`src/rtl/decode_stage_pipe.sv`:
```
// Decode stage: splits a 16-bit instruction, reads operands with write-back bypass,
// builds the immediate and registers everything into a valid/ready decode/execute register.
module decode_stage_pipe #(
  parameter int XLEN     = 16,
  parameter int NREGS    = 16,
  parameter int ZERO_REG = 1
) (
  input  logic            clk,
  input  logic            rst,
  input  logic            in_valid,
  output logic            in_ready,
  input  logic [15:0]     ir,
  input  logic [15:0]     pc,
  input  logic            flush,
  input  logic            wb_en,
  input  logic [3:0]      wb_addr,
  input  logic [XLEN-1:0] wb_data,
  output logic            out_valid,
  input  logic            out_ready,
  output logic [XLEN-1:0] a,
  output logic [XLEN-1:0] b,
  output logic [XLEN-1:0] imm,
  output logic [3:0]      rdout,
  output logic [3:0]      op,
  output logic [15:0]     pcout
);

  // Address is backed by storage and is not the hard-wired zero register.
  function automatic logic addr_ok(input logic [3:0] addr);
    return ({1'b0, addr} < 5'(NREGS)) && !((ZERO_REG != 0) && (addr == 4'd0));
  endfunction

  logic [XLEN-1:0] regs_r [16];
  logic [3:0]      rd_s, rs1_s, rs2_s, opc_s;
  logic            wb_legal_s;
  logic            load_s;
  logic            stall_s;
  logic [XLEN-1:0] rv1_s, rv2_s, imm_s;

  logic            out_valid_r;
  logic [XLEN-1:0] a_r, b_r, imm_r;
  logic [3:0]      rdout_r, op_r, rs1_r, rs2_r;
  logic [15:0]     pcout_r;

  assign rd_s       = ir[15:12];
  assign rs1_s      = ir[11:8];
  assign rs2_s      = ir[7:4];
  assign opc_s      = ir[3:0];
  assign wb_legal_s = wb_en && addr_ok(wb_addr);
  assign in_ready   = !flush && (!out_valid_r || out_ready);
  assign load_s     = in_valid && in_ready;
  assign stall_s    = out_valid_r && !out_ready;

  // Operand read with same-cycle write-back bypass.
  always_comb begin
    rv1_s = '0;
    rv2_s = '0;
    if (!addr_ok(rs1_s)) begin
      rv1_s = '0;
    end else if (wb_legal_s && (wb_addr == rs1_s)) begin
      rv1_s = wb_data;
    end else begin
      rv1_s = regs_r[rs1_s];
    end
    if (!addr_ok(rs2_s)) begin
      rv2_s = '0;
    end else if (wb_legal_s && (wb_addr == rs2_s)) begin
      rv2_s = wb_data;
    end else begin
      rv2_s = regs_r[rs2_s];
    end
  end

  // Immediate generation, format chosen by the upper opcode bits.
  always_comb begin
    imm_s = '0;
    case (opc_s[3:2])
      2'b00:   imm_s = '0;
      2'b01:   imm_s = {{(XLEN-4){ir[7]}}, ir[7:4]};
      2'b10:   imm_s = {{(XLEN-8){ir[11]}}, ir[11:4]};
      2'b11:   imm_s = {{(XLEN-9){ir[11]}}, ir[11:4], 1'b0};
      default: imm_s = '0;
    endcase
  end

  // Architectural register file; entries past NREGS and a zero r0 are never written.
  always_ff @(posedge clk or posedge rst) begin
    if (rst) begin
      for (int i = 0; i < 16; i++) begin
        regs_r[i] <= '0;
      end
    end else if (wb_legal_s) begin
      regs_r[wb_addr] <= wb_data;
    end
  end

  // Decode/execute register: load on accept, refresh held operands on write-back while stalled.
  always_ff @(posedge clk or posedge rst) begin
    if (rst) begin
      out_valid_r <= 1'b0;
      a_r         <= '0;
      b_r         <= '0;
      imm_r       <= '0;
      rdout_r     <= 4'd0;
      op_r        <= 4'd0;
      pcout_r     <= 16'd0;
      rs1_r       <= 4'd0;
      rs2_r       <= 4'd0;
    end else begin
      if (flush) begin
        out_valid_r <= 1'b0;
      end else if (load_s) begin
        out_valid_r <= 1'b1;
      end else if (out_ready) begin
        out_valid_r <= 1'b0;
      end

      if (load_s) begin
        a_r     <= rv1_s;
        b_r     <= rv2_s;
        imm_r   <= imm_s;
        rdout_r <= rd_s;
        op_r    <= opc_s;
        pcout_r <= pc;
        rs1_r   <= rs1_s;
        rs2_r   <= rs2_s;
      end else if (stall_s && wb_legal_s) begin
        if (wb_addr == rs1_r) begin
          a_r <= wb_data;
        end
        if (wb_addr == rs2_r) begin
          b_r <= wb_data;
        end
      end
    end
  end

  assign out_valid = out_valid_r;
  assign a         = a_r;
  assign b         = b_r;
  assign imm       = imm_r;
  assign rdout     = rdout_r;
  assign op        = op_r;
  assign pcout     = pcout_r;

endmodule

```
`config.mk`:
```
export PLATFORM = sky130hd
export DESIGN_NAME = decode_stage_pipe
export DESIGN_NICKNAME = d
export VERILOG_FILES = /design/src/rtl/decode_stage_pipe.sv
export SDC_FILE = /design/constraint.sdc
export NUM_CORES = 1
export LEC_CHECK = 0
export BUFFER_PORTS_ARGS = -buffer_cell sky130_fd_sc_hd__clkbuf_2
export CORE_ASPECT_RATIO = 1.4
export CORE_MARGIN = 2
export CORE_UTILIZATION = 30
export DETAILED_ROUTE_END_ITERATION = 7
export GPL_ROUTABILITY_DRIVEN = 0
export HOLD_SLACK_MARGIN = 0.05
export PLACE_DENSITY = 0.42
export SYNTH_ARGS = -nofsm -noshare
export SYNTH_HDL_FRONTEND = slang
export SYNTH_SLANG_ARGS = --single-unit
```
`constraint.sdc`:
```
create_clock -name clk -period 25.9 [get_ports clk]
set_clock_uncertainty 0.2 [all_clocks]
set_input_delay 3.885 -clock clk [delete_from_list [all_inputs] [get_ports clk]]
set_output_delay 3.885 -clock clk [all_outputs]
set_load 0.05 [all_outputs]
```
==> impl_metrics.env, run 1 <==
export IMPL_run_status="completed"
export IMPL_synth_ff_type="dfrtp_1"
export IMPL_drt_iter0_markers=700
export IMPL_start_kind="input pin"
export IMPL_layout_cells_non_filler=2078
export IMPL_synthCells=1248
export IMPL_place_inst=2010
export IMPL_initial_utilization_pct=30.3
export IMPL_critical_path_slowest_cell="nor2b_1"
export IMPL_reg2reg_setup_slack_ps=22900
export IMPL_dp_hpwl_um=31700
export IMPL_routed_wl_um=53700
export IMPL_hold_viol_final=0
export IMPL_ys_seq_area_share_pct=48.5
export IMPL_required_ps=21810
export IMPL_nFillCells=5552
export IMPL_ff2ff_path_depth=7
export IMPL_synth_area_leaders="dfrtp_1 (49%), mux2_2 (18%), mux4_2 (17%)"
export IMPL_grt_max_degree=123
export IMPL_insertion_delay_ps=540
export IMPL_synth_async_reset_ratio_pct=100
export IMPL_crit_buf_inv=2
export IMPL_area_delta_synth_final_pct=14.6
export IMPL_avgSynthCellArea_um2=13.6
export IMPL_syn_area_um2=17000
export IMPL_crit_family="simple AND/OR/NAND/NOR gates"
export IMPL_die_h_um=286
export IMPL_cp_data_arrival_time_ps=4650
export IMPL_groute_usage_overall_pct=18.6
export IMPL_slew_headroom_pct=17.3
export IMPL_worstHoldPathType="flop to flop"
export IMPL_seqCellArea_um2=8260
export IMPL_synth_cell_types=47
export IMPL_io_buffers=131
export IMPL_multi_input_area_um2=8190
export IMPL_rsz0062_at_grt="no"
export IMPL_drive_gt1_share_pct=47.9
export IMPL_crit_type="input pin to primary output"
export IMPL_path_common_cell="clkbuf_2"
export IMPL_drt_wirelength_per_cell_um=25.8
export IMPL_drv_slew=0
export IMPL_grt_ovfl_total=0
export IMPL_crit_chain="clkbuf_2 -> nor2b_1 -> nor2_1 -> clkbuf_2"
export IMPL_clkSinkCount=330
export IMPL_leakage_nw=8.37
export IMPL_rr_startpoint="out_valid$_DFFE_PP0P_"
export IMPL_fp_row_count=103
export IMPL_fp_dieW_um=205
export IMPL_synth_enable_flop_cells=0
export IMPL_core_um2=56200
export IMPL_clkSlewWorstSetupHoldPaths_ps=60
export IMPL_yosysWarnings=0
export IMPL_whs_path_depth=0
export IMPL_ys_seq_elements=330
export IMPL_rr_endpoint="b[13]$_DFFE_PP0P_"
export IMPL_setup_viol=0
export IMPL_htreeDepth=2
export IMPL_crit_path_max_incr_delay_ps=310
export IMPL_irDropWorstVdd_uv=39.1
export IMPL_hold_start="regs_r[247]$_DFFE_PP0P_"
export IMPL_clockBufferDepth=3
export IMPL_yosysTopAreaCellShare_pct=48.5
export IMPL_antenna_found_initial=1
export IMPL_min_to="regs_r[247]$_DFFE_PP0P_"
export IMPL_die_area_um2=58700
export IMPL_post_cts_resize_count=0
export IMPL_critical_path_max_fanout=4
export IMPL_final_nets=1372
export IMPL_drt_pass1_iter_count=5
export IMPL_cts_tree="yes"
export IMPL_yosys_top_cells_count="dfrtp_1 (330), mux2_2 (267), nand2_1 (141), mux4_2 (126), clkbuf_1 (68)"
export IMPL_grt_pass1_vias=11600
export IMPL_yosysMostFrequentCell="dfrtp_1"
export IMPL_cts_setup_buffers=0
export IMPL_power_density_nw_per_um2=85.3
export IMPL_drc=0
export IMPL_ant_nets=0
export IMPL_hold_ws_ps=196
export IMPL_vias=10900
export IMPL_numCtsBuffers=37
export IMPL_grt_first_pass_wirelength_um=80000
export IMPL_max_cap_violations=0
export IMPL_yosys_area_top_type="dfrtp_1"
export IMPL_cts_root_buffer="clkbuf_16"
export IMPL_finalSetupTns_ps=0
export IMPL_finalCritPeriodShare_pct=33.7
export IMPL_max_clock_freq_ghz=0.114
export IMPL_viasPerCell=5.25
export IMPL_worst_pin_slew_ps=1240
export IMPL_min_period_ps=8740
export IMPL_pin_count=132
export IMPL_crit_path_end_kind="primary output"
export IMPL_hold_buffers=0
export IMPL_syn_nets=1306
[registers in the layout, summed over array words and instances (netlist names)]
signal and count:
regs_r 256, a 16, b 16, pcout 16, imm 9, op 4, rdout 4, rs1_r 4
rs2_r 4, out_valid 1
[per-layer routing]
| metal | wire length (um) | share of wire [%] | vias to the layer above | global-route usage (%) |
|---|---|---|---|---|
| li1 | - | - | 4775 | - |
| met1 | 24000 | 45 | 5789 | 25.0 |
| met2 | 26100 | 49 | 275 | 30.9 |
| met3 | 2550 | 4.8 | 62 | 3.17 |
| met4 | 1080 | 2.0 | 0 | 4.91 |
| met5 | 0 | 0 | - | 0 |
[where the power goes]
part	internal [mW]	switching [mW]	total [mW]
combinational	0.196	0.215	0.411
sequential	0.625	0.0798	0.705
clock	0.324	0.222	0.547
[cell type report]
cell class / instances / area share, %
diodes: 1 / 0.0128
clock buffers: 58 / 5.88
clock inverters: 9 / 0.507
inverters: 2 / 0.0770
multi-input cells: 784 / 42.0
flip-flops and latches: 330 / 42.3
well taps: 735 / 4.72
repair buffers: 159 / 4.49
[logic make-up after synthesis]
group / synth area share, %
flip-flops: 48.5
AO/OA/AOI/OAI: 5.32
buffers and inverters: 3.68
multiplexers: 36.1
XOR/XNOR: 0.875
AND/OR/NAND/NOR: 5.54
[placed cells by master, fill, tap and decap left out, types with 3 or more instances in the layout]
cell / netlist / final
clkbuf_16: 0 / 39
a21o_1: 4 / 4
xnor2_1: 4 / 4
mux4_2: 126 / 126
nor2b_1: 4 / 3
o221ai_1: 18 / 18
a31oi_1: 11 / 10
o221ai_2: 10 / 10
a22oi_1: 7 / 7
nand2b_1: 8 / 8
clkbuf_1: 68 / 9
a21oi_1: 32 / 32
mux2_2: 267 / 267
clkbuf_2: 0 / 126
clkbuf_8: 0 / 10
clkinv_2: 0 / 6
mux2i_1: 29 / 29
nand3_1: 3 / 3
nand2_1: 141 / 140
a221oi_1: 3 / 3
o21ai_0: 15 / 15
a311oi_1: 3 / 3
o22a_1: 4 / 4
buf_4: 13 / 32
dfrtp_1: 330 / 330
o22ai_1: 4 / 4
or3_1: 4 / 3
xor2_1: 13 / 13
nor4_1: 3 / 3
nor2_2: 0 / 9
nor2_1: 51 / 42
[how the worst max path moves through the flow]
stage / from / endpoint / slack [ps] / cells after the start
floorplan: rst / a[0]$_DFFE_PP0P_ / 12680 / 1
global placement: out_ready / in_ready / 17170 / 4
detailed placement: out_ready / in_ready / 17170 / 4
CTS: out_ready / in_ready / 17160 / 4
global route: out_ready / in_ready / 17120 / 4
finish: out_ready / in_ready / 17160 / 4
[per-stage QoR]
step	area, um2	util [%]	setup WS, ps	total power, mW
5_1_grt	19500	34.7	17120	1.75
2_1_floorplan	17000	-	12680	1.02
6_report	19500	34.7	17160	1.66
4_1_cts	19500	34.7	17160	1.69
3_5_place_dp	18300	32.5	17170	1.13
3_3_place_gp	18300	32.5	17170	1.12
Note: power is estimated with default switching activity, not from simulation.
==> run 2: changes to the inputs <==
--- a/config.mk
+++ b/config.mk
@@ -5,6 +5,7 @@
 export SDC_FILE = /design/constraint.sdc
 export NUM_CORES = 1
 export LEC_CHECK = 0
+export ABC_AREA = 1
 export BUFFER_PORTS_ARGS = -buffer_cell sky130_fd_sc_hd__clkbuf_2
 export CORE_ASPECT_RATIO = 1.4
 export CORE_MARGIN = 2
@@ -12,7 +13,7 @@
 export DETAILED_ROUTE_END_ITERATION = 7
 export GPL_ROUTABILITY_DRIVEN = 0
 export HOLD_SLACK_MARGIN = 0.05
-export PLACE_DENSITY = 0.42
+export PLACE_DENSITY = 0.41
 export SYNTH_ARGS = -nofsm -noshare
 export SYNTH_HDL_FRONTEND = slang
 export SYNTH_SLANG_ARGS = --single-unit
==> constraint.sdc (replaced) <==
create_clock -name clk -period 9.05 [get_ports clk]
set_clock_uncertainty 0.2 [all_clocks]
set_input_delay 1.3575 -clock clk [delete_from_list [all_inputs] [get_ports clk]]
set_output_delay 1.3575 -clock clk [all_outputs]
set_load 0.05 [all_outputs]
==> run 2 against run 1 <==
Compared with the run above: flip-flop and latch count did not move; power increased to 3.1 times the previous value; first-iteration DRC count grew to 2.6 times the previous value; global-route usage rose by 4.4 points; setup slack worse by 13000 ps; combinational power grew to 3.4 times the previous value; design area is 7.9% higher; synthesized cell count grew 120%; critical path type is now input pin to flop.
==> impl_metrics.env, run 2 <==
export IMPL_final_cell_mix="nand2_1 (911), nand3_1 (487), dfrtp_1 (330), inv_1 (295), o21ai_0 (230)"
export IMPL_rr_startpoint="out_valid$_DFFE_PP0P_"
export IMPL_synth_enable_flop_cells=0
export IMPL_yosysMostFrequentCell="nand2_1"
export IMPL_insertion_delay_ps=550
export IMPL_min_to="regs_r[241]$_DFFE_PP0P_"
export IMPL_groute_usage_overall_pct=23.0
export IMPL_cts_tree="yes"
export IMPL_slew_headroom_pct=20.7
export IMPL_hold_viol_final=0
export IMPL_routed_wl_um=75200
export IMPL_drc=0
export IMPL_core_um2=61900
export IMPL_yosys_area_top_type="dfrtp_1"
export IMPL_whs_path_depth=0
export IMPL_drt_wirelength_per_cell_um=21.1
export IMPL_clkSinkCount=330
export IMPL_setup_viol=0
export IMPL_numCtsBuffers=40
export IMPL_rr_endpoint="a[13]$_DFFE_PP0P_"
export IMPL_yosysTopAreaCellShare_pct=44.0
export IMPL_fp_dieW_um=215
export IMPL_hold_buffers=0
export IMPL_synthCells=2728
export IMPL_drt_pass1_iter_count=6
export IMPL_synth_ff_type="dfrtp_1"
export IMPL_run_status="completed"
export IMPL_syn_area_um2=18700
export IMPL_clockBufferDepth=3
export IMPL_final_area_um2=21000
export IMPL_worstHoldPathType="flop to flop"
export IMPL_drt_iter0_markers=1826
export IMPL_cts_root_buffer="clkbuf_16"
export IMPL_die_h_um=300
export IMPL_drv_slew=0
export IMPL_crit_path_max_incr_delay_ps=780
export IMPL_place_area_um2=19700
export IMPL_ys_seq_elements=330
export IMPL_top_register="regs_r"
export IMPL_startpoint="ir[7]"
export IMPL_crit_type="input pin to flop"
export IMPL_required_ps=9330
export IMPL_ys_seq_area_share_pct=44.0
export IMPL_max_clock_freq_ghz=0.228
export IMPL_crit_path_end_kind="flop"
export IMPL_die_area_um2=64500
export IMPL_grt_ovfl_total=0
export IMPL_initial_utilization_pct=30.3
export IMPL_yosys_top_cells_count="nand2_1 (916), nand3_1 (487), dfrtp_1 (330), inv_1 (298), o21ai_0 (230)"
export IMPL_io_buffers=131
export IMPL_drive_gt1_share_pct=10.4
export IMPL_ant_nets=0
export IMPL_irDropWorstVdd_uv=136
export IMPL_start_kind="input pin"
export IMPL_diodes=0
export IMPL_largest_reg_flops=256
export IMPL_worst_pin_slew_ps=1190
export IMPL_crit_chain="clkbuf_2 -> inv_1 -> nand2_1 -> nand2_1 -> nor2_1 -> nand3_2 -> nand3_1 -> nand2_1 -> a21oi_2"
export IMPL_final_common_cell="nand2_1"
export IMPL_ff2ff_path_depth=10
export IMPL_final_nets=2770
export IMPL_path_common_cell="nand2_1"
export IMPL_critical_path_max_fanout=32
export IMPL_leakage_nw=10.8
export IMPL_vias=17800
export IMPL_synth_area_leaders="dfrtp_1 (44%), nand2_1 (18%), nand3_1 (13%)"
export IMPL_dp_hpwl_um=46000
export IMPL_cts_setup_buffers=0
export IMPL_pin_count=132
export IMPL_min_period_ps=4400
export IMPL_nFillCells=6694
export IMPL_grt_pass1_vias=17100
export IMPL_cp_data_arrival_time_ps=4670
export IMPL_yosysWarnings=0
export IMPL_fp_row_count=108
export IMPL_grt_max_degree=153
export IMPL_rsz0062_at_grt="no"
export IMPL_critical_path_slowest_cell="inv_1"
export IMPL_grt_first_pass_wirelength_um=113000
export IMPL_clkSlewWorstSetupHoldPaths_ps=60
export IMPL_syn_nets=2786
export IMPL_finalSetupTns_ps=0
export IMPL_reg2reg_setup_slack_ps=6080
export IMPL_finalCritPeriodShare_pct=48.6
export IMPL_hold_start="regs_r[241]$_DFFE_PP0P_"
export IMPL_synth_async_reset_ratio_pct=100
export IMPL_post_cts_resize_count=0
export IMPL_area_delta_synth_final_pct=12.2
export IMPL_synth_cell_types=33
export IMPL_htreeDepth=2
export IMPL_power_density_nw_per_um2=241
export IMPL_power_mw=5.08
export IMPL_antenna_found_initial=1
export IMPL_viasPerCell=5.01
export IMPL_max_cap_violations=0
export IMPL_avgSynthCellArea_um2=6.87
[run 2: changes by cell type after synthesis, moves of 74 or more]
cell,before,now
nand2_1,141,916
nand3_1,3,487
inv_1,2,298
mux2_2,267,0
o21ai_0,15,230
mux4_2,126,0
nor2_1,51,125
[run 2: layout make-up]
type | count | area (um2) | share of cell area, %
multi-input cells | 1871 | 8320 | 39.6
well taps | 825 | 1030 | 4.91
clock inverters | 10 | 204 | 0.969
flip-flops and latches | 330 | 8260 | 39.2
repair buffers | 159 | 883 | 4.20
inverters | 310 | 1180 | 5.60
clock buffers | 59 | 1160 | 5.53
[run 2: report_power, final]
part	switching, mW	total (mW)	internal, mW	leakage, nW
sequential	0.194	1.98	1.78	4.12
clock	0.665	1.72	1.06	0.669
combinational	1.00	1.38	0.377	6.01
total	1.86	5.08	3.22	10.8
[run 2: routing by layer]
| layer | vias to the layer above | share of wire (%) | GRT usage, % |
|---|---|---|---|
| met5 | - | 0.017 | 0 |
| met4 | 2 | 2.5 | 6.63 |
| met3 | 118 | 5.7 | 2.63 |
| met2 | 655 | 47 | 38.3 |
| met1 | 8560 | 45 | 31.5 |
| li1 | 8506 | - | - |
[run 2: cell families (layout without fill, tap and decap cells)]
group	count (synthesis)	after routing	synth area share [%]
AOI/OAI and AO/OA	298	298	8.54
xor gates and xnor gates	14	14	0.654
buffers and inverters	527	538	11.7
DFF	330	330	44.0
and+or+nand+nor	1559	1559	35.1
[run 2: through the flow]
step           hold WS (ps)  utilization (%)  cells  setup slack, ps
2_1_floorplan           229                -   2728             3090
3_3_place_gp            165             31.8   3495             4220
3_5_place_dp            166             31.8   3495             4180
4_1_cts                 178             34.0   3564             4750
5_1_grt                 182             34.0   3564             4580
6_report                175             34.0   3564             4650
[run 2: critical path: cells and delay by family]
| kind | cells | cell delay [ps] |
|---|---|---|
| buffers and inverters | 2 | 1420 |
| AO/OA/AOI/OAI | 1 | 120 |
| AND/OR/NAND/NOR | 6 | 1740 |
[run 2: worst max path at each step]
stage / end / slack [ps] / cells past startpoint
global route: b[6]$_DFFE_PP0P_ / 4580 / 9
finish: b[6]$_DFFE_PP0P_ / 4650 / 9
CTS: b[5]$_DFFE_PP0P_ / 4750 / 9
global placement: b[6]$_DFFE_PP0P_ / 4220 / 9
detailed placement: b[5]$_DFFE_PP0P_ / 4180 / 9
floorplan: a[0]$_DFFE_PP0P_ / 3090 / 1
==> run 3: changes to the inputs <==
--- a/config.mk
+++ b/config.mk
@@ -5,7 +5,7 @@
 export SDC_FILE = /design/constraint.sdc
 export NUM_CORES = 1
 export LEC_CHECK = 0
-export ABC_AREA = 1
+export ABC_AREA = 0
 export BUFFER_PORTS_ARGS = -buffer_cell sky130_fd_sc_hd__clkbuf_2
 export CORE_ASPECT_RATIO = 1.4
 export CORE_MARGIN = 2
@@ -13,7 +13,7 @@
 export DETAILED_ROUTE_END_ITERATION = 7
 export GPL_ROUTABILITY_DRIVEN = 0
 export HOLD_SLACK_MARGIN = 0.05
-export PLACE_DENSITY = 0.41
+export PLACE_DENSITY = 0.43
 export SYNTH_ARGS = -nofsm -noshare
 export SYNTH_HDL_FRONTEND = slang
 export SYNTH_SLANG_ARGS = --single-unit
==> constraint.sdc (replaced) <==
create_clock -name clk -period 3.6 [get_ports clk]
set_clock_uncertainty 0.2 [all_clocks]
set_input_delay 0.54 -clock clk [delete_from_list [all_inputs] [get_ports clk]]
set_output_delay 0.54 -clock clk [all_outputs]
set_load 0.05 [all_outputs]
==> run 3 against run 2 <==
Compared with the run above: global-route usage down 3.9 points; sequential power rose to 2.6 times the previous value; die area down 9.1%; combinational power up 120%; largest cell class is now flip-flops and latches.
==> impl_metrics.env, run 3 (same netlist as run 1, synthesis figures left out) <==
export IMPL_max_clock_freq_ghz=0.406
export IMPL_clkSlewWorstSetupHoldPaths_ps=60
export IMPL_final_common_cell="dfrtp_1"
export IMPL_grt_ovfl_total=0
export IMPL_wl_met1_um=24300
export IMPL_rr_endpoint="a[3]$_DFFE_PP0P_"
export IMPL_seqPwrFrac_pct=41.7
export IMPL_crit_type="input pin to flop"
export IMPL_critical_path_max_fanout=15
export IMPL_multi_input_area_um2=8190
export IMPL_crit_path_end_kind="flop"
export IMPL_die_area_um2=58700
export IMPL_worst_pin_slew_ps=818
export IMPL_sw_frac_of_total_pct=30.6
export IMPL_grt_max_degree=91
export IMPL_cp_depth=9
export IMPL_antenna_found_initial=2
export IMPL_wl_met3_um=2460
export IMPL_ant_nets=0
export IMPL_path_common_cell="buf_4"
export IMPL_final_cell_mix="dfrtp_1 (330), mux2_2 (267), nand2_1 (140), clkbuf_2 (127), mux4_2 (126)"
export IMPL_slew_headroom_pct=45.4
export IMPL_power_density_nw_per_um2=609
export IMPL_irDropWorstVdd_uv=277
export IMPL_core_um2=56200
export IMPL_min_period_ps=2460
export IMPL_final_nets=1417
export IMPL_combPwrFrac_pct=24.4
export IMPL_clkSinkCount=330
export IMPL_p_clk_share_pct=33.8
export IMPL_groute_usage_overall_pct=19.1
export IMPL_internal_power_mw=8.50
export IMPL_netSwitchingPower_mw=3.75
export IMPL_drt_wirelength_per_cell_um=26.0
export IMPL_timing_final_ws_setup_ps=1140
export IMPL_hold_start="ir[2]"
export IMPL_cp_data_arrival_time_ps=2710
export IMPL_worstHoldPathType="input pin to flop"
export IMPL_run_status="completed"
export IMPL_reg2reg_setup_slack_ps=1280
export IMPL_setup_viol=0
export IMPL_crit_chain="dlygate4sd3_1 -> clkbuf_2 -> inv_1 -> and3_2 -> o31ai_4 -> buf_4 -> or2_1 -> buf_4 -> o221ai_2"
export IMPL_hold_viol_final=0
export IMPL_drc=0
export IMPL_start_kind="input pin"
export IMPL_critical_path_slowest_cell="dlygate4sd3_1"
export IMPL_nFillCells=5484
export IMPL_crit_buf_inv=5
export IMPL_wl_met2_um=26800
export IMPL_cts_setup_buffers=0
export IMPL_crit_family="buffers and inverters"
export IMPL_drv_slew=0
export IMPL_dp_hpwl_um=34100
export IMPL_pin_count=132
export IMPL_vias=11100
export IMPL_drt_iter0_markers=804
export IMPL_routed_wl_um=55200
export IMPL_final_util_pct=35.8
export IMPL_htreeDepth=2
export IMPL_grt_pass1_vias=11800
export IMPL_grt_first_pass_wirelength_um=81700
export IMPL_max_cap_violations=0
export IMPL_numCtsBuffers=37
export IMPL_rsz0062_at_grt="no"
export IMPL_fp_dieW_um=205
export IMPL_initial_utilization_pct=30.3
export IMPL_highest_layer="met4"
export IMPL_io_buffers=131
export IMPL_ff2ff_path_depth=5
export IMPL_die_h_um=286
export IMPL_rr_startpoint="out_valid$_DFFE_PP0P_"
export IMPL_crit_path_max_incr_delay_ps=540
export IMPL_cp_endpoint="b[7]$_DFFE_PP0P_"
export IMPL_startpoint="flush"
export IMPL_cts_root_buffer="clkbuf_16"
export IMPL_finalCritPeriodShare_pct=68.4
export IMPL_hold_buffers=25
export IMPL_top_register="regs_r"
export IMPL_post_cts_resize_count=0
export IMPL_seqCellArea_um2=8260
export IMPL_largest_reg_flops=256
export IMPL_insertion_delay_ps=540
export IMPL_cts_tree="yes"
export IMPL_drt_pass1_iter_count=5
export IMPL_area_delta_synth_final_pct=18.2
export IMPL_viasPerCell=5.26
export IMPL_post_place_ws_ps=721
export IMPL_required_ps=3850
export IMPL_clockBufferDepth=3
export IMPL_leakage_nw=8.65
export IMPL_drive_gt1_share_pct=48.0
export IMPL_fp_row_count=103
-- run 3: cell types whose count changed in the layout (fill, tap and decap cells not counted), sizes merged, moves of 8 or more --
cell,change
mux4,+126
nand2,-780
mux2,+267
inv,-305
o21ai,-241
buf,+21
o221ai,+28
mux2i,+29
a31oi,+11
nor2,-92
nand2b,+8
nand3,-485
clkbuf,-9
dlygate4sd3,+25
-- run 3: final cells by class --
| cell class | instances | area share (%) |
|---|---|---|
| repair buffers | 204 | 7.09 |
| clock buffers | 51 | 5.42 |
| multi-input cells | 784 | 40.7 |
| clock inverters | 12 | 1.08 |
| flip-flops and latches | 330 | 41.1 |
| diodes | 1 | 0.0124 |
| well taps | 735 | 4.57 |
| inverters | 2 | 0.0560 |
-- run 3: worst register-to-register path: stages, from the launching register on --
cell	delay, ps
dfrtp_1	360
nor2b_1	410
and4_4	360
a21o_1	490
o221ai_1	220
a31oi_1	190
-- run 3: worst min-delay path by stage --
stage,end,cells after the start
3_3_place_gp,regs_r[240]$_DFFE_PP0P_,0
6_report,op[2]$_DFFE_PP0P_,3
2_1_floorplan,regs_r[240]$_DFFE_PP0P_,1
3_5_place_dp,regs_r[243]$_DFFE_PP0P_,0
5_1_grt,op[2]$_DFFE_PP0P_,3
4_1_cts,op[2]$_DFFE_PP0P_,3
-- run 3: per-stage QoR --
stage | TNS [ps] | hold slack [ps] | total power, mW | cells | instance area (um2)
after floorplan | -510400 | 241 | 7.30 | 1248 | 17000
after global placement | 0 | 180 | 8.14 | 2030 | 18600
after detailed placement | 0 | 184 | 8.19 | 2030 | 18600
after CTS | 0 | 140 | 12.4 | 2118 | 20100
after global routing | 0 | 190 | 12.8 | 2118 | 20100
final | 0 | 163 | 12.3 | 2119 | 20100
-- run 3: power by group through the flow --
stage	Combinational [mW]	Sequential, mW	Clock (mW)
after floorplan	1.87	5.43	0
final	2.99	5.12	4.15
after global routing	3.23	5.22	4.39
after detailed placement	3.01	5.19	0
after CTS	3.04	5.12	4.26
after global placement	2.97	5.17	0
-- run 3: per-layer routing --
layer | GRT usage (%) | vias up
met5 | 0 | -
li1 | - | 4847
met3 | 2.68 | 84
met4 | 6.01 | 0
met2 | 32.1 | 315
met1 | 25.5 | 5897
